--- src/rtl/rst_seq_pkg.sv ---
// Shared definitions for the reset release sequencer.
//   state_t   : sequencer FSM encoding (HOLD / RELEASE / RUN)
//   CAUSE_*   : reset-cause encodings reported on RST_CAUSE
//   SW_CNT_W  : width of the software reset counter
package rst_seq_pkg;

  typedef enum logic [1:0] {
    S_HOLD    = 2'd0,
    S_RELEASE = 2'd1,
    S_RUN     = 2'd2
  } state_t;

  localparam logic CAUSE_POR = 1'b0;
  localparam logic CAUSE_SW  = 1'b1;

  localparam int unsigned SW_CNT_W = 8;

endpackage

--- src/rtl/rst_seq_timer.sv ---
// Interval timer for the reset sequencer.
// Up-counter with synchronous clear and enable. o_tc flags the cycle in which
// the count equals the runtime limit, so an interval of N cycles uses limit N-1.
// Ports:
//   clk      : clock
//   rst_n    : async active-low reset, count -> 0
//   i_clr    : synchronous clear (wins over enable)
//   i_en     : count enable
//   i_limit  : terminal value
//   o_tc     : count == i_limit
module rst_seq_timer #(
  parameter int CNT_W = 8
) (
  input  logic             clk,
  input  logic             rst_n,
  input  logic             i_clr,
  input  logic             i_en,
  input  logic [CNT_W-1:0] i_limit,
  output logic             o_tc
);

  logic [CNT_W-1:0] r_count;

  always_ff @(posedge clk or negedge rst_n) begin
    if (!rst_n) begin
      r_count <= '0;
    end else if (i_clr) begin
      r_count <= '0;
    end else if (i_en) begin
      r_count <= r_count + CNT_W'(1);
    end
  end

  assign o_tc = (r_count == i_limit);

endmodule

--- src/rtl/rst_release_sequencer.sv ---
// Reset release sequencer for one clock domain.
// Holds NUM_DOMAINS active-low resets asserted for HOLD_CYCLES, then releases
// them one by one (index order) STAGGER_CYCLES apart. A software request
// restarts the whole sequence. All outputs are registered.
// Optional build macro RST_SEQ_CAUSE_EN adds RST_CAUSE and SW_RST_CNT.
// Ports:
//   clk         : clock
//   RST         : async active-low system reset
//   SW_RST_REQ  : synchronous request to re-sequence
//   RST_OUT_N   : active-low domain resets, bit k released k-th
//   BUSY        : high while any RST_OUT_N bit is low
//   DONE        : one-cycle pulse when the last domain is released
//   RST_CAUSE   : (RST_SEQ_CAUSE_EN) 0 = power-on, 1 = software
//   SW_RST_CNT  : (RST_SEQ_CAUSE_EN) saturating count of accepted requests
//
// state     | meaning
// S_HOLD    | all outputs asserted, counting the hold interval
// S_RELEASE | releasing domains 1..N-1, one per stagger interval
// S_RUN     | all domains released, waiting for a software request
module rst_release_sequencer
  import rst_seq_pkg::*;
#(
  parameter int NUM_DOMAINS    = 3,
  parameter int HOLD_CYCLES    = 16,
  parameter int STAGGER_CYCLES = 4,
  parameter int CNT_W          = 8
) (
  input  logic                   clk,
  input  logic                   RST,
  input  logic                   SW_RST_REQ,
  output logic [NUM_DOMAINS-1:0] RST_OUT_N,
  output logic                   BUSY,
  output logic                   DONE
`ifdef RST_SEQ_CAUSE_EN
  ,
  output logic                   RST_CAUSE,
  output logic [SW_CNT_W-1:0]    SW_RST_CNT
`endif
);

  localparam int IDX_W = (NUM_DOMAINS > 1) ? $clog2(NUM_DOMAINS) : 1;
  localparam logic [CNT_W-1:0] HOLD_LIM = CNT_W'(HOLD_CYCLES - 1);
  localparam logic [CNT_W-1:0] STAG_LIM = CNT_W'(STAGGER_CYCLES - 1);
  localparam logic [IDX_W-1:0] LAST_IDX = IDX_W'(NUM_DOMAINS - 1);

  state_t                 r_state;
  logic [IDX_W-1:0]       r_idx;
  logic [NUM_DOMAINS-1:0] r_rst_out_n;
  logic                   r_busy;
  logic                   r_done;

  logic                   w_tc;
  logic                   w_timer_clr;
  logic                   w_timer_en;
  logic [CNT_W-1:0]       w_limit;
  logic [NUM_DOMAINS-1:0] w_rel_mask;

  // Timer restarts on every interval boundary and on a software request, and
  // parks in RUN so it is at 0 whenever a new hold interval begins.
  assign w_timer_en  = (r_state != S_RUN);
  assign w_timer_clr = SW_RST_REQ | (w_tc & w_timer_en);
  assign w_limit     = (r_state == S_HOLD) ? HOLD_LIM : STAG_LIM;
  assign w_rel_mask  = NUM_DOMAINS'(1) << r_idx;

  rst_seq_timer #(.CNT_W(CNT_W)) u_timer (
    .clk     (clk),
    .rst_n   (RST),
    .i_clr   (w_timer_clr),
    .i_en    (w_timer_en),
    .i_limit (w_limit),
    .o_tc    (w_tc)
  );

  always_ff @(posedge clk or negedge RST) begin
    if (!RST) begin
      r_state     <= S_HOLD;
      r_idx       <= '0;
      r_rst_out_n <= '0;
      r_busy      <= 1'b1;
      r_done      <= 1'b0;
    end else begin
      r_done <= 1'b0;
      if (SW_RST_REQ) begin
        r_state     <= S_HOLD;
        r_idx       <= '0;
        r_rst_out_n <= '0;
        r_busy      <= 1'b1;
      end else begin
        unique case (r_state)
          S_HOLD: begin
            if (w_tc) begin
              r_rst_out_n[0] <= 1'b1;
              if (NUM_DOMAINS == 1) begin
                r_state <= S_RUN;
                r_busy  <= 1'b0;
                r_done  <= 1'b1;
              end else begin
                r_state <= S_RELEASE;
                r_idx   <= IDX_W'(1);
              end
            end
          end
          S_RELEASE: begin
            if (w_tc) begin
              r_rst_out_n <= r_rst_out_n | w_rel_mask;
              if (r_idx == LAST_IDX) begin
                r_state <= S_RUN;
                r_busy  <= 1'b0;
                r_done  <= 1'b1;
              end else begin
                r_idx <= r_idx + IDX_W'(1);
              end
            end
          end
          S_RUN: begin
          end
          default: r_state <= S_HOLD;
        endcase
      end
    end
  end

  assign RST_OUT_N = r_rst_out_n;
  assign BUSY      = r_busy;
  assign DONE      = r_done;

`ifdef RST_SEQ_CAUSE_EN
  logic                r_cause;
  logic [SW_CNT_W-1:0] r_sw_cnt;

  always_ff @(posedge clk or negedge RST) begin
    if (!RST) begin
      r_cause  <= CAUSE_POR;
      r_sw_cnt <= '0;
    end else if (SW_RST_REQ) begin
      r_cause <= CAUSE_SW;
      if (r_sw_cnt != '1) begin
        r_sw_cnt <= r_sw_cnt + SW_CNT_W'(1);
      end
    end
  end

  assign RST_CAUSE  = r_cause;
  assign SW_RST_CNT = r_sw_cnt;
`endif

endmodule
--- config.mk ---
export PLATFORM = sky130hd
export DESIGN_NAME = rst_release_sequencer
export DESIGN_NICKNAME = d
export VERILOG_FILES = /design/src/rtl/rst_seq_pkg.sv /design/src/rtl/rst_seq_timer.sv /design/src/rtl/rst_release_sequencer.sv
export SDC_FILE = /design/constraint.sdc
export NUM_CORES = 1
export LEC_CHECK = 0
export CORE_MARGIN = 1
export CORE_UTILIZATION = 44
export CTS_CLUSTER_SIZE = 12
export DETAILED_ROUTE_END_ITERATION = 6
export PLACE_DENSITY = 0.7
export SLEW_MARGIN = 20
export SYNTH_ARGS = -nofsm -noshare
export SYNTH_HDL_FRONTEND = slang
export SYNTH_SLANG_ARGS = --single-unit
--- constraint.sdc ---
create_clock -name clk -period 3.5 [get_ports clk]
set_input_delay 0.7 -clock clk [delete_from_list [all_inputs] [get_ports clk]]
set_output_delay 0.7 -clock clk [all_outputs]
set_load 0.01 [all_outputs]
==> metrics.txt, run 1 <==
# TYPE chip_impl_metric gauge
chip_impl_metric{name="rows",unit=""} 16
chip_impl_info{name="cp_top_family",value="flip-flops"} 1
chip_impl_metric{name="power.density_cell_area",unit="nW/um^2"} 315
chip_impl_metric{name="static-leakage-power",unit="nW"} 0.446
chip_impl_metric{name="postPlaceCellArea",unit="sq um"} 1010
chip_impl_metric{name="drt-total-wl",unit="um"} 1740
chip_impl_metric{name="rrSetupSlack",unit="ns"} 1.98
chip_impl_metric{name="floorplan.die.height",unit="um"} 48.3
chip_impl_metric{name="timing.critical_path.buf_inv",unit=""} 1
chip_impl_metric{name="netlist_instances",unit=""} 98
chip_impl_info{name="clock_tree.root_cell",value="sky130_fd_sc_hd__clkbuf_4"} 1
chip_impl_metric{name="core_area",unit="sq um"} 1980
chip_impl_metric{name="path_depth",unit=""} 1
chip_impl_metric{name="synth_fp_nets",unit=""} 105
chip_impl_metric{name="maximum_number_of_pins_on_one_net_before_global_route_repair",unit=""} 18
chip_impl_metric{name="critPathRequiredTime",unit="ns"} 2.80
chip_impl_metric{name="fin_crit_sh",unit="%"} 59.1
chip_impl_metric{name="number_of_post_cts_setup_repair_buffers",unit=""} 0
chip_impl_metric{name="achievable-frequency",unit="GHz"} 0.483
chip_impl_metric{name="report.final.setup_viol",unit=""} 0
chip_impl_metric{name="number_of_antenna_violations_at_the_first_check_in_global_routing",unit=""} 0
chip_impl_metric{name="post_synthesis_instance_area",unit="sq um"} 945
chip_impl_metric{name="r2r.worst_path.cells",unit=""} 4
chip_impl_metric{name="fin_nets",unit=""} 112
chip_impl_metric{name="avgViaCountPerCell",unit=""} 5.34
chip_impl_metric{name="vias",unit=""} 699
chip_impl_metric{name="cts.reportedPaths.clkPinSlew",unit="ns"} 0.09
chip_impl_metric{name="global_route_wire_length_before_repair",unit="um"} 3070
chip_impl_metric{name="initialDrtViolationCount",unit=""} 6
chip_impl_info{name="grt_setup_unrepaired",value="no"} 1
chip_impl_metric{name="ir_drop",unit="mV"} 0.211
chip_impl_metric{name="cts.htree.levels",unit=""} 1
chip_impl_metric{name="slew_viol_final",unit=""} 0
chip_impl_metric{name="layout-drive-gt1-share",unit="%"} 8.65
chip_impl_info{name="cp-endpoint",value="BUSY"} 1
chip_impl_info{name="worst_hold_path_type",value="flip-flop to flip-flop"} 1
chip_impl_info{name="cts_tree",value="built"} 1
chip_impl_metric{name="worstPathArrival",unit="ns"} 1.37
chip_impl_info{name="rr_startpoint",value="u_timer.r_count[0]"} 1
chip_impl_metric{name="ys_warn_count",unit=""} 0
chip_impl_metric{name="initial_core_util",unit="%"} 47.7
chip_impl_metric{name="synth.yosys.seq_area_share",unit="%"} 45.2
chip_impl_metric{name="layout-area-overhead-vs-synth",unit="%"} 9.93
chip_impl_info{name="result_of_the_run",value="completed"} 1
chip_impl_metric{name="design.die.area",unit="sq um"} 2340
chip_impl_metric{name="globalRouteTotalUtil",unit="%"} 16.5
chip_impl_metric{name="drtPass1Iterations",unit=""} 4
chip_impl_metric{name="io_pins",unit=""} 8
chip_impl_metric{name="cts_buffers",unit=""} 3
chip_impl_metric{name="yosys_register_bits",unit=""} 17
chip_impl_info{name="critical_path_type",value="flip-flop to output pin"} 1
chip_impl_metric{name="finalCriticalPeriod",unit="ns"} 2.07
chip_impl_metric{name="cts_hold_repair.buffers",unit=""} 0
chip_impl_metric{name="insertion_delay",unit="ns"} 0.29
chip_impl_metric{name="dpl.hpwl",unit="um"} 1300
chip_impl_info{name="start_kind",value="flip-flop"} 1
chip_impl_metric{name="ant_nets",unit=""} 0
chip_impl_metric{name="cap_violations",unit=""} 0
chip_impl_metric{name="totalNegativeSetupSlack",unit="ns"} 0
chip_impl_metric{name="wl_per_cell",unit="um"} 13.2
chip_impl_metric{name="path_max_fanout",unit=""} 2
chip_impl_info{name="end_kind",value="output pin"} 1
chip_impl_metric{name="chipWidth",unit="um"} 48.3
chip_impl_metric{name="post_synth_num_cell_types",unit=""} 35
chip_impl_metric{name="grt_pass1_vias",unit=""} 705
chip_impl_metric{name="final_hold_fails",unit=""} 0
chip_impl_metric{name="cts_num_sinks",unit=""} 17
chip_impl_metric{name="tightestPinTransition",unit="ns"} 0.754
chip_impl_metric{name="finalInstanceArea",unit="sq um"} 1040
chip_impl_info{name="worstPathCellList",value="clkdlybuf4s50_1"} 1
chip_impl_metric{name="number_of_antenna_cells_inserted",unit=""} 0
chip_impl_info{name="critical_path.reg2reg.endpoint",value="u_timer.r_count[7]"} 1
chip_impl_metric{name="placement.io_buffers",unit=""} 7
chip_impl_info{name="critical_path.slowest_cell",value="sky130_fd_sc_hd__dfstp_2"} 1
chip_impl_metric{name="worst_clock_skew",unit="ns"} 0.00114
chip_impl_metric{name="globalRoute.totalOverflow",unit=""} 0
chip_impl_metric{name="cts_repair_resize_count",unit=""} 0
chip_impl_metric{name="clock_path_buffers",unit=""} 2
chip_impl_metric{name="post_synth.cell_area_avg",unit="sq um"} 9.64
chip_impl_metric{name="place_congestion",unit=""} 0.809
chip_impl_metric{name="drt_drc_violations_left",unit=""} 0
chip_impl_metric{name="critical_path.max_stage_delay",unit="ns"} 0.55
chip_impl_metric{name="max_slew_margin",unit="%"} 49.6
chip_impl_info{name="critical_path.startpoint",value="BUSY"} 1
-- metrics by stage --
step	std cells	total power, mW	hold WS, ns	setup slack, ns	util (%)
6_report	131	0.327	0.516	1.43	52.4
3_5_place_dp	127	0.229	0.497	1.14	51.1
3_3_place_gp	127	0.228	0.495	1.18	51.1
5_1_grt	131	0.344	0.545	1.35	52.4
2_1_floorplan	98	0.219	0.404	1.91	-
4_1_cts	131	0.334	0.524	1.42	52.4
-- where the power goes --
part           switching, mW  total (mW)  leakage [nW]  internal [mW]
clock network         0.0590       0.103        0.0150         0.0443
logic                 0.0136      0.0217         0.199        0.00807
registers            0.00313       0.202         0.232          0.199
total                 0.0757       0.327         0.446          0.252
-- layout make-up --
type | instances | area (sq um)
tap | 27 | 33.8
timing repair buffer | 7 | 70.1
sequential | 17 | 427
clock buffer | 4 | 26.3
inverter | 5 | 18.8
multi-input combinational | 71 | 463
fill | 178 | 943
-- state kept, by name, indices dropped and copies added (netlist names) --
name and cells:
r_idx 2, r_state 2, RST_OUT_N 3, u_timer.r_count 8
DONE 1, BUSY 1
-- how the worst min path moves through the flow --
| stage | from | slack, ns | depth (start not counted) | end |
|---|---|---|---|---|
| detailed placement | RST_OUT_N[1] | 0.50 | 2 | RST_OUT_N[1] |
| floorplan | RST | 0.40 | 0 | DONE |
| global placement | RST_OUT_N[1] | 0.49 | 2 | RST_OUT_N[1] |
| CTS | RST_OUT_N[1] | 0.52 | 2 | RST_OUT_N[1] |
| finish | RST_OUT_N[1] | 0.52 | 2 | RST_OUT_N[1] |
| global route | BUSY | 0.54 | 1 | BUSY |
-- layer usage --
metal  routed length [um]  vias up  global-route usage (%)  part of all wire (%)
li1                     -      347                       -                     -
met1                  828      340                    20.9                    48
met2                  838       12                    29.1                    48
met3                   68        0                    4.72                   3.9
met4                    0        0                    1.47                     0
met5                    0        -                       0                     0
-- worst reg2reg max path, delay by kind of cell, from the launching register on --
kind	cells	cell delay, ns
AO/OA/AOI/OAI	1	0.44
flip-flops	1	0.39
AND/OR/NAND/NOR	2	0.29
adder cells (fa/ha/maj)	1	0.26
-- cell usage in the layout (no fill, tap or decap), drive strengths merged, types with 3 or more instances in the layout --
master / Yosys / final
dfrtp: 16 / 16
nor2: 14 / 14
nand2: 8 / 8
a21oi: 7 / 7
clkdlybuf4s50: 0 / 7
xor2: 6 / 6
inv: 5 / 5
nand3: 4 / 4
ha: 4 / 4
clkbuf: 1 / 4
nor3: 3 / 3
nand4: 3 / 3
-- synthesized netlist by cell type --
master | n | area [sq um]
sky130_fd_sc_hd__dfstp_2 | 1 | 26.3
sky130_fd_sc_hd__nor4_2 | 1 | 12.5
sky130_fd_sc_hd__nor2_1 | 13 | 48.8
sky130_fd_sc_hd__a21oi_1 | 7 | 35.0
sky130_fd_sc_hd__o211ai_1 | 1 | 7.51
sky130_fd_sc_hd__and4_1 | 1 | 8.76
sky130_fd_sc_hd__mux2i_1 | 1 | 10.0
sky130_fd_sc_hd__dfrtp_1 | 16 | 400
sky130_fd_sc_hd__buf_2 | 2 | 10.0
sky130_fd_sc_hd__nand4_1 | 3 | 18.8
sky130_fd_sc_hd__and3_1 | 1 | 6.26
sky130_fd_sc_hd__nor2b_1 | 1 | 6.26
sky130_fd_sc_hd__mux2_2 | 1 | 11.3
sky130_fd_sc_hd__o21ai_1 | 1 | 5.00
sky130_fd_sc_hd__nand3_1 | 4 | 20.0
sky130_fd_sc_hd__mux2i_2 | 1 | 13.8
sky130_fd_sc_hd__o21bai_1 | 1 | 7.51
sky130_fd_sc_hd__nand2_1 | 8 | 30.0
sky130_fd_sc_hd__nor3_1 | 3 | 15.0
sky130_fd_sc_hd__inv_1 | 5 | 18.8
sky130_fd_sc_hd__or3b_1 | 1 | 8.76
sky130_fd_sc_hd__clkbuf_1 | 1 | 3.75
sky130_fd_sc_hd__and2_1 | 2 | 12.5
sky130_fd_sc_hd__xor2_1 | 6 | 52.6
sky130_fd_sc_hd__a31o_2 | 1 | 8.76
sky130_fd_sc_hd__a41oi_1 | 1 | 8.76
sky130_fd_sc_hd__a21o_1 | 2 | 15.0
sky130_fd_sc_hd__a22oi_1 | 1 | 7.51
sky130_fd_sc_hd__buf_6 | 2 | 22.5
sky130_fd_sc_hd__nor2_4 | 1 | 11.3
sky130_fd_sc_hd__nor4b_1 | 1 | 8.76
sky130_fd_sc_hd__a31oi_1 | 1 | 6.26
sky130_fd_sc_hd__nand2b_1 | 1 | 6.26
sky130_fd_sc_hd__ha_1 | 4 | 50.1
sky130_fd_sc_hd__and4b_1 | 1 | 10.0
-- cells by family after synthesis --
kind of cell / count (synthesis) / share of synthesized area, %
AO/OA/AOI/OAI: 16 / 10.7
XOR/XNOR: 6 / 5.56
adder cells (fa/ha/maj): 4 / 5.30
buffers and inverters: 10 / 5.83
flip-flops: 17 / 45.2
multiplexers: 3 / 3.71
AND/OR/NAND/NOR: 42 / 23.7
Power figures use the tool's default switching activity.
==> run 2, diff against run 1 <==
--- a/config.mk
+++ b/config.mk
@@ -9,7 +9,7 @@
 export CORE_UTILIZATION = 44
 export CTS_CLUSTER_SIZE = 12
 export DETAILED_ROUTE_END_ITERATION = 6
-export PLACE_DENSITY = 0.7
+export PLACE_DENSITY = 0.73
 export SLEW_MARGIN = 20
 export SYNTH_ARGS = -nofsm -noshare
 export SYNTH_HDL_FRONTEND = slang
==> constraint.sdc (replaced) <==
create_clock -name clk -period 1.7 [get_ports clk]
set_input_delay 0.34 -clock clk [delete_from_list [all_inputs] [get_ports clk]]
set_output_delay 0.34 -clock clk [all_outputs]
set_load 0.01 [all_outputs]
==> metrics.txt, run 2 (same netlist as run 1, synthesis figures left out) <==
# TYPE chip_impl_metric gauge
chip_impl_info{name="cp_top_family",value="simple AND/OR/NAND/NOR gates"} 1
chip_impl_metric{name="cts_num_sinks",unit=""} 17
chip_impl_metric{name="wl_per_cell",unit="um"} 12.8
chip_impl_metric{name="cts.reportedPaths.clkPinSlew",unit="ns"} 0.10
chip_impl_info{name="layout.cells.most_common",value="sky130_fd_sc_hd__dfrtp_1"} 1
chip_impl_metric{name="floorplan.die.height",unit="um"} 48.3
chip_impl_metric{name="r2r.worst_path.cells",unit=""} 6
chip_impl_metric{name="io_pins",unit=""} 8
chip_impl_info{name="result_of_the_run",value="completed"} 1
chip_impl_metric{name="static-leakage-power",unit="nW"} 0.455
chip_impl_info{name="commonest_non_fill_non_tap_cells_in_the_layout",value="sky130_fd_sc_hd__dfrtp_1 (16), sky130_fd_sc_hd__nor2_1 (13), sky130_fd_sc_hd__nand2_1 (8), sky130_fd_sc_hd__a21oi_1 (7)"} 1
chip_impl_metric{name="final.fill_count",unit=""} 190
chip_impl_metric{name="fin_crit_sh",unit="%"} 90.1
chip_impl_metric{name="ant_nets",unit=""} 0
chip_impl_metric{name="seq_power_share",unit="%"} 61.1
chip_impl_metric{name="core_area",unit="sq um"} 1980
chip_impl_info{name="clock_tree.root_cell",value="sky130_fd_sc_hd__clkbuf_4"} 1
chip_impl_metric{name="tightestPinTransition",unit="ns"} 0.434
chip_impl_metric{name="global_route_wire_length_before_repair",unit="um"} 3030
chip_impl_metric{name="layout-drive-gt1-share",unit="%"} 10.4
chip_impl_metric{name="final_critical_path_setup_slack",unit="ns"} 0.168
chip_impl_metric{name="drtPass1Iterations",unit=""} 4
chip_impl_metric{name="critPathRequiredTime",unit="ns"} 1.91
chip_impl_metric{name="achievable-frequency",unit="GHz"} 0.653
chip_impl_metric{name="drt_drc_violations_left",unit=""} 0
chip_impl_metric{name="final_hold_fails",unit=""} 0
chip_impl_metric{name="ir_drop",unit="mV"} 0.310
chip_impl_metric{name="report.power.total",unit="mW"} 0.682
chip_impl_metric{name="cts_buffers",unit=""} 3
chip_impl_metric{name="slew_viol_final",unit=""} 0
chip_impl_metric{name="number_of_antenna_cells_inserted",unit=""} 0
chip_impl_metric{name="largest_reg_flops",unit=""} 8
chip_impl_metric{name="clock_network_fraction_of_total_power",unit="%"} 31.9
chip_impl_metric{name="placement.io_buffers",unit=""} 7
chip_impl_metric{name="design.die.area",unit="sq um"} 2340
chip_impl_metric{name="number_of_post_cts_setup_repair_buffers",unit=""} 0
chip_impl_info{name="grt_setup_unrepaired",value="no"} 1
chip_impl_metric{name="power.density_cell_area",unit="nW/um^2"} 646
chip_impl_metric{name="globalRoute.totalOverflow",unit=""} 0
chip_impl_metric{name="finalCriticalPeriod",unit="ns"} 1.53
chip_impl_metric{name="grt_pass1_vias",unit=""} 688
chip_impl_metric{name="worst_clock_skew",unit="ns"} 0.000906
chip_impl_metric{name="report.final.setup_viol",unit=""} 0
chip_impl_metric{name="place_ws",unit="ns"} -0.00843
chip_impl_metric{name="vias",unit=""} 721
chip_impl_metric{name="globalRouteTotalUtil",unit="%"} 16.1
chip_impl_metric{name="final_cell_count_no_fill",unit=""} 133
chip_impl_metric{name="initialDrtViolationCount",unit=""} 9
chip_impl_info{name="rr_startpoint",value="r_idx[0]"} 1
chip_impl_metric{name="netSwitchingPower",unit="mW"} 0.161
chip_impl_info{name="critical_path_type",value="flip-flop to flip-flop"} 1
chip_impl_metric{name="cts.htree.levels",unit=""} 1
chip_impl_metric{name="rrSetupSlack",unit="ns"} 0.17
chip_impl_metric{name="worstPathArrival",unit="ns"} 1.74
chip_impl_metric{name="timing.critical_path.buf_inv",unit=""} 1
chip_impl_info{name="critical_path.slowest_cell",value="sky130_fd_sc_hd__dfrtp_1"} 1
chip_impl_metric{name="initial_core_util",unit="%"} 47.7
chip_impl_info{name="start_kind",value="flip-flop"} 1
chip_impl_info{name="worst_hold_path_type",value="primary input to async pin"} 1
chip_impl_metric{name="avgViaCountPerCell",unit=""} 5.42
chip_impl_metric{name="placedCellCount",unit=""} 129
chip_impl_metric{name="drt-total-wl",unit="um"} 1700
chip_impl_metric{name="path_max_fanout",unit=""} 4
chip_impl_metric{name="rows",unit=""} 16
chip_impl_metric{name="layout-area-overhead-vs-synth",unit="%"} 11.8
chip_impl_info{name="end_kind",value="flip-flop"} 1
chip_impl_metric{name="totalNegativeSetupSlack",unit="ns"} 0
chip_impl_metric{name="fin_nets",unit=""} 114
chip_impl_metric{name="maximum_number_of_pins_on_one_net_before_global_route_repair",unit=""} 18
chip_impl_info{name="critical_path.reg2reg.endpoint",value="r_idx[0]"} 1
chip_impl_metric{name="dpl.hpwl",unit="um"} 1280
chip_impl_metric{name="critical_path.max_stage_delay",unit="ns"} 0.38
chip_impl_metric{name="cap_violations",unit=""} 0
chip_impl_info{name="worstPathCellList",value="inv_1 > ha_1 > nor4b_1 > a21o_1 > nand2_1 > a21oi_1"} 1
chip_impl_metric{name="insertion_delay",unit="ns"} 0.28
chip_impl_info{name="largest_register_by_flop_count",value="u_timer.r_count"} 1
chip_impl_metric{name="internal-power",unit="mW"} 0.521
chip_impl_metric{name="place_congestion",unit=""} 0.758
chip_impl_metric{name="max_slew_margin",unit="%"} 71.0
chip_impl_metric{name="clock_path_buffers",unit=""} 2
chip_impl_info{name="cts_tree",value="built"} 1
chip_impl_metric{name="number_of_antenna_violations_at_the_first_check_in_global_routing",unit=""} 0
chip_impl_metric{name="chipWidth",unit="um"} 48.3
chip_impl_metric{name="power.share.switching",unit="%"} 23.7
chip_impl_metric{name="combinationalPowerShare",unit="%"} 7.0
## run 2: layout make-up
class                           count  area [sq um]  area share (%)
Multi-Input combinational cell     71           463            43.8
Timing Repair Buffer                9          87.6            8.29
Clock buffer                        4          26.3            2.49
Inverter                            5          18.8            1.78
Tap cell                           27          33.8            3.20
Sequential cell                    17           427            40.4
## run 2: repair_timing
action,in CTS,in global routing
endpoints found under the setup margin,0,1
resized for setup,0,1
hold buffers,0,0
## run 2: worst max-delay path by stage
stage                              end  cells after the start               start
detailed placement  u_timer.r_count[6]                      5          SW_RST_REQ
CTS                               BUSY                      1                BUSY
floorplan           u_timer.r_count[5]                      6          r_state[0]
global placement    u_timer.r_count[5]                      5          SW_RST_REQ
finish                        r_idx[0]                      6            r_idx[0]
global route        u_timer.r_count[3]                      4  u_timer.r_count[0]
## run 2: power groups by stage
stage / clock, mW / combinational, mW / sequential [mW]
2_1_floorplan: 0 / 0.0269 / 0.423
3_3_place_gp: 0 / 0.0486 / 0.424
3_5_place_dp: 0 / 0.0493 / 0.424
4_1_cts: 0.218 / 0.0491 / 0.417
5_1_grt: 0.237 / 0.0557 / 0.418
6_report: 0.217 / 0.0480 / 0.417
## run 2: layer usage
metal	vias up	global-route usage (%)	part of all wire (%)	routed length [um]
met5	-	0	0	0
met1	353	21.3	48	819
met2	13	27.7	48	809
met3	2	2.20	3.2	54
li1	353	-	-	-
met4	0	4.41	0.82	14
## run 2: stage by stage
step / util [%] / area, sq um / hold slack, ns
floorplan: - / 945 / 0.0444
global placement: 51.8 / 1030 / 0.493
detailed placement: 51.8 / 1030 / 0.492
CTS: 53.2 / 1050 / 0.382
global route: 53.3 / 1060 / 0.389
finish: 53.3 / 1060 / 0.369
